<file path="src/rtl/seq_div4.sv">
// seq_div4: 4-bit unsigned restoring divider, one step per cycle.
// Optional div0 flag port under `define DIV_ZERO_FLAG_EN.
module seq_div4 (
  input  logic       clk,
  input  logic       rst_n,
  input  logic       start,
  input  logic [3:0] A,
  input  logic [3:0] B,
  output logic       ready,
  output logic [3:0] Quot,
  output logic [3:0] Rem,
  output logic       out_valid,
  input  logic       out_ready
`ifdef DIV_ZERO_FLAG_EN
  ,
  output logic       div0
`endif
);

  typedef enum logic [1:0] {
    IDLE,
    BUSY,
    DONE
  } state_t;

  state_t     state_q;
  state_t     state_d;
  logic [3:0] a_q;
  logic [3:0] b_q;
  logic [3:0] rem_q;
  logic [3:0] qw_q;
  logic [1:0] cnt_q;
  logic [3:0] quot_q;
  logic [3:0] remo_q;

  logic [4:0] shifted;
  logic       nob;
  logic [3:0] rem_n;
  logic       last;

  // one restoring step: shift in next dividend bit, subtract if no borrow
  always_comb begin
    shifted = {rem_q, a_q[3]};
    nob     = shifted >= {1'b0, b_q};
    rem_n   = nob ? (shifted[3:0] - b_q) : shifted[3:0];
    last    = cnt_q == 2'd3;
  end

  // state register
  always_ff @(posedge clk or negedge rst_n) begin
    if (!rst_n) state_q <= IDLE;
    else        state_q <= state_d;
  end

  // next-state logic
  always_comb begin
    state_d = state_q;
    unique case (state_q)
      IDLE:    if (start) state_d = BUSY;
      BUSY:    if (last) state_d = DONE;
      DONE:    if (out_ready) state_d = IDLE;
      default: state_d = IDLE;
    endcase
  end

  // operand capture, iteration and result registers
  always_ff @(posedge clk or negedge rst_n) begin
    if (!rst_n) begin
      a_q    <= '0;
      b_q    <= '0;
      rem_q  <= '0;
      qw_q   <= '0;
      cnt_q  <= '0;
      quot_q <= '0;
      remo_q <= '0;
    end else begin
      unique case (1'b1)
        state_q == IDLE && start: begin
          a_q   <= A;
          b_q   <= B;
          rem_q <= '0;
          qw_q  <= '0;
          cnt_q <= '0;
        end
        state_q == BUSY: begin
          a_q   <= {a_q[2:0], 1'b0};
          rem_q <= rem_n;
          qw_q  <= {qw_q[2:0], nob};
          cnt_q <= cnt_q + 2'd1;
          if (last) begin
            quot_q <= {qw_q[2:0], nob};
            remo_q <= rem_n;
          end
        end
        default: ;
      endcase
    end
  end

  assign ready     = state_q == IDLE;
  assign out_valid = state_q == DONE;
  assign Quot      = quot_q;
  assign Rem       = remo_q;

`ifdef DIV_ZERO_FLAG_EN
  logic div0_q;

  // divisor-zero flag captured with the operands
  always_ff @(posedge clk or negedge rst_n) begin
    if (!rst_n)                      div0_q <= 1'b0;
    else if (state_q == IDLE && start) div0_q <= B == 4'd0;
  end

  assign div0 = div0_q & out_valid;
`endif

endmodule

</file>
<file path="config.mk">
export PLATFORM = sky130hd
export DESIGN_NAME = seq_div4
export DESIGN_NICKNAME = d
export VERILOG_FILES = /design/src/rtl/seq_div4.sv
export SDC_FILE = /design/constraint.sdc
export NUM_CORES = 1
export LEC_CHECK = 0
export CORE_MARGIN = 4
export CORE_UTILIZATION = 50
export CTS_CLUSTER_SIZE = 12
export DETAILED_ROUTE_END_ITERATION = 10
export PLACE_DENSITY_LB_ADDON = 0.1
export SYNTH_ARGS = -nofsm -noshare
export SYNTH_HDL_FRONTEND = slang
export SYNTH_SLANG_ARGS = --single-unit
</file>
<file path="constraint.sdc">
create_clock -name clk -period 2.2 [get_ports clk]
set_input_delay 0.55 -clock clk [delete_from_list [all_inputs] [get_ports clk]]
set_output_delay 0.55 -clock clk [all_outputs]
set_load 0.01 [all_outputs]
</file>
# After elaboration in Yosys (flattened, before gate mapping)
# Cells that the tools add are included.
# op_classes
n_reduce_logical	5
n_eq_ne	6
mux	9
magnitude_cmp	1
addsub	2
# ops
operator	count
4-bit one-hot mux with 2 select lines	2
2-bit two-way mux	3
2-bit one-hot mux with 3 select lines	1
3-bit one-hot mux with 2 select lines	1
5-bit by 4-bit >= comparator with 1-bit output	1
2-bit == test, second input constant	2
4-bit two-way mux	1
2-bit != test, second input constant	2
2-bit one-hot mux with 2 select lines	1
4-bit subtractor	1
3-bit AND reduction	1
2-bit by 1-bit adder with 2-bit output, second input constant	1
2-bit by 1-bit == test with 1-bit output, second input constant	1
2-bit logical NOT	1
2-bit by 1-bit != test with 1-bit output, second input constant	1
2-bit AND reduction	1
2-bit nonzero test	1
1-bit logical AND	1
# totals
inputBits	12
out_inout_bits	10
reg_bits	27
word_cells	31

# Depth between registers and ports, before layout
# depth
depth_word	3
depth_mapped	7
mapped_depth_nobuf	7

# Worst setup path before layout
# Ideal clock, no wire load.
# synth_path
path_type	register to register
from	register a_q[3]
to	register remo_q[0], in the netlist Rem[0]
period_less_slack_ns	1.709
path_buffers	0
path_stages_with_launch	8
arrival_time_ns	1.635
t_required_ns	2.126
slack_ns	0.491
setup_time_ns	0.074
path_cell_list	dfrtp_1 > inv_1 > ha_1 > nand2b_4 > a211oi_4 > o21ai_2 > mux2_4 > o21ai_2
# synth_via
elab_chain_cells	2
elab_cells_between_ends	3
classes_between	add/sub: 1; order compare: 1; mux: 1
# synth_lines
element	line	source
from (decl)	28	logic [3:0] a_q;
from (signal assigned)	86	a_q <= {a_q[2:0], 1'b0};
4-bit subtractor / 5-bit by 4-bit >= comparator with 1-bit output (equally long branches)	45, 44	
4-bit two-way mux (*)	45	rem_n = nob ? (shifted[3:0] - b_q) : shifted[3:0];
to (signal assigned)	92	remo_q <= rem_n;
to (decl)	34	logic [3:0] remo_q;
# Mark *: on every way between the ends. The rest lies on a longest branch, timed or not.
# A chain may end at the register's enable or synchronous reset.

# Worst setup path after layout
# layout_path
from	register state_q[0]
to	output port out_valid
# layout_via
elab_chain_cells	1
# layout_lines
element	line	source
from (decl)	26	state_t state_q;
from (signal assigned)	52	else state_q <= state_d;
2-bit == test	101	assign out_valid = state_q == DONE;
to (decl)	12	output logic out_valid,
# Every way passes these cells.

==> results.json <==
{
  "synth_cells": 118,
  "drive_above_1_share_pct": 12.6,
  "avgRoutedWirePerCell_um": 13.2,
  "antenna_found_initial": 0,
  "pin_count": 22,
  "cp.arrival_ps": 1530,
  "synth_nets": 136,
  "comb_power_share_pct": 55.6,
  "ys_top_cells_by_count": "27 x dfrtp_1, 19 x nand2_1, 15 x o21ai_0, 6 x inv_1",
  "drt_iter0_drc": 23,
  "netlist_area_um2": 1280,
  "synthTopCellsByArea": "dfrtp_1 53%, o21ai_0 5.8%, nand2_1 5.6%",
  "drtPass1Iterations": 4,
  "initial_utilization_pct": 52.3,
  "rows": 18,
  "drc": 0,
  "crit_required_ps": 1650,
  "cts_root_buf": "clkbuf_4",
  "critPathLaunchType": "register",
  "worst_pin_slew_ps": 436,
  "routabilityCongestion": 0.770,
  "clkTransAtPathRegs_ps": 150,
  "die_w_um": 58.7,
  "p_seq_share_pct": 35.0,
  "post-route-min-period_ps": 2080,
  "slew-limit-headroom_pct": 70.9,
  "p_int_w": 0.00144,
  "dieArea_um2": 3440,
  "status": "complete, no violations",
  "grt_max_degree": 28,
  "clock_power_share_pct": 9.4,
  "insertion_delay_ps": 330,
  "grt_util_all_layers_pct": 15.5,
  "synth_area_leader_cell": "dfrtp_1",
  "post_cts_resized": 0,
  "viasPerCell": 5.24,
  "maxCapViolCount": 0,
  "p_sw_w": 0.000952,
  "dpl.hpwl_mm": 1.69,
  "nNetsFinal": 162,
  "port_buffers": 21,
  "ctsHoldBuffers": 0,
  "cts_tree": "done",
  "rsz0062_at_grt": "false",
  "postCtsSetupRepairBufs": 0,
  "cts_max_level": 1,
  "ys.flop_type": "dfrtp_1",
  "synth_most_common_cell": "dfrtp_1",
  "yosys.area.top_type_share_pct": 52.6,
  "vias": 907,
  "hp-class": "register to register",
  "ys_seq_elements": 27,
  "synth_edf_count": 0,
  "cts_buffers": 3,
  "pwr_density_cell_nw_per_um2": 1520,
  "switching_share_pct": 39.8,
  "final_antenna_net_count": 0,
  "yosysSeqAreaShare_pct": 52.6,
  "fin_util_pct": 64.1,
  "leakage_nw": 0.725,
  "cts_sinks": 27,
  "final-hold-violation-count": 0,
  "peakVddDrop_uv": 1070,
  "grt_pass1_wl_mm": 4.07,
  "crit_fanout": 5,
  "ys_types": 30,
  "syn_to_final_growth_pct": 22.5,
  "grt_overflow_total": 0,
  "holdPathStages": 2,
  "diodes": 0,
  "avgSynthCellArea_um2": 10.9,
  "slew_violations": 0,
  "fin_crit_sh_pct": 94.5,
  "setup_viol": 0,
  "fmax_mhz": 481,
  "die_y_um": 58.7,
  "endpoint_kind": "output pin",
  "drt_wl_total_mm": 2.29,
  "skew_ps": 3.53,
  "yosysWarnings": 0,
  "critPathKind": "register to output pin",
  "synthArstFlopShare_pct": 100,
  "core_area_um2": 2450,
  "setup_tns_ps": 0,
  "cts_buffer_depth": 2,
  "worstRegToRegCells": 7,
  "grt_pass1_vias": 902
}
==> metrics by stage <==
| step | setup WS (ps) | instances | hold WS, ps | total power (W) | instance area [µm²] |
|---|---|---|---|---|---|
| final | 120 | 173 | 505 | 0.00239 | 1570 |
| after global placement | 367 | 169 | 458 | 0.00214 | 1540 |
| after floorplan | 491 | 118 | 254 | 0.00178 | 1280 |
| after CTS | 102 | 173 | 508 | 0.00242 | 1570 |
| after global routing | 35.0 | 173 | 528 | 0.00262 | 1570 |
| after detailed placement | 339 | 169 | 474 | 0.00219 | 1540 |
==> power groups by stage <==
stage | Clock, W | Sequential (W) | Combinational [W]
6_report | 0.000224 | 0.000837 | 0.00133
5_1_grt | 0.000251 | 0.000874 | 0.00149
4_1_cts | 0.000231 | 0.000841 | 0.00135
3_5_place_dp | 0 | 0.000851 | 0.00134
3_3_place_gp | 0 | 0.000844 | 0.00130
2_1_floorplan | 0 | 0.000849 | 0.000928
==> state kept, by name (all words and copies together) (netlist names) <==
name,count
cnt_q,2
state_q,2
a_q,4
b_q,4
Quot,4
rem_q,4
Rem,4
qw_q,3
==> cell families (layout without fill, tap and decap cells) <==
kind of cell	after synthesis	in the layout	share of synthesized area (%)
buffers and inverters	10	35	3.22
adders and majority gates	6	6	6.43
muxes	10	10	8.67
and+or+nand+nor	32	32	11.5
AOI/OAI and AO/OA	32	32	16.9
xor gates and xnor gates	1	1	0.682
DFF	27	27	52.6
==> worst max-delay path, cell delays in order, from the launching register on <==
cell	delay, ps
dfrtp_1	450
nand2b_1	170
inv_1	50
clkdlybuf4s50_1	520
==> area by class of cell <==
type	instances	area, µm²
fillers	216	882
flip-flops and latches	27	676
multi-input cells	81	567
repair buffers	25	240
well taps	30	37.5
clock buffers	3	22.5
inverters	6	22.5
clock inverters	1	7.51
==> path summary, 6_finish.rpt <==
path	slack [ps]	end	from
max	120	out_valid	state_q[0]$_DFFE_PN0P_
max in group asynchronous	1370	b_q[2]$_DFFE_PN0P_	rst_n
min in group asynchronous	570	Quot[2]$_DFFE_PN0P_	rst_n
min	500	Rem[1]$_DFFE_PN0P_	Rem[1]$_DFFE_PN0P_
min reg2reg	500	Rem[1]$_DFFE_PN0P_	Rem[1]$_DFFE_PN0P_
max reg2reg	320	Rem[3]$_DFFE_PN0P_	a_q[3]$_DFFE_PN0P_
==> cells in the final DEF (no fill, tap or decap), types with 2 or more instances in the layout <==
master,n
dfrtp_1,27
clkdlybuf4s50_1,21
nand2_1,19
o21ai_0,15
inv_1,6
nor2_1,5
ha_1,5
mux2i_1,4
a22o_1,4
mux2_2,4
buf_4,4
o21ai_2,3
clkbuf_4,3
nand2b_1,2
o21ai_1,2
o21bai_1,2
a21oi_1,2
==> metal layers <==
metal  GRT usage [%]  wire (µm)  vias up
met3            2.85        102        2
met4            5.50         24        0
met5               0          0        -
met1            21.0       1040      428
li1                -          -      456
met2            25.0       1120       21
No activity file was read; power rests on OpenSTA's default activity.
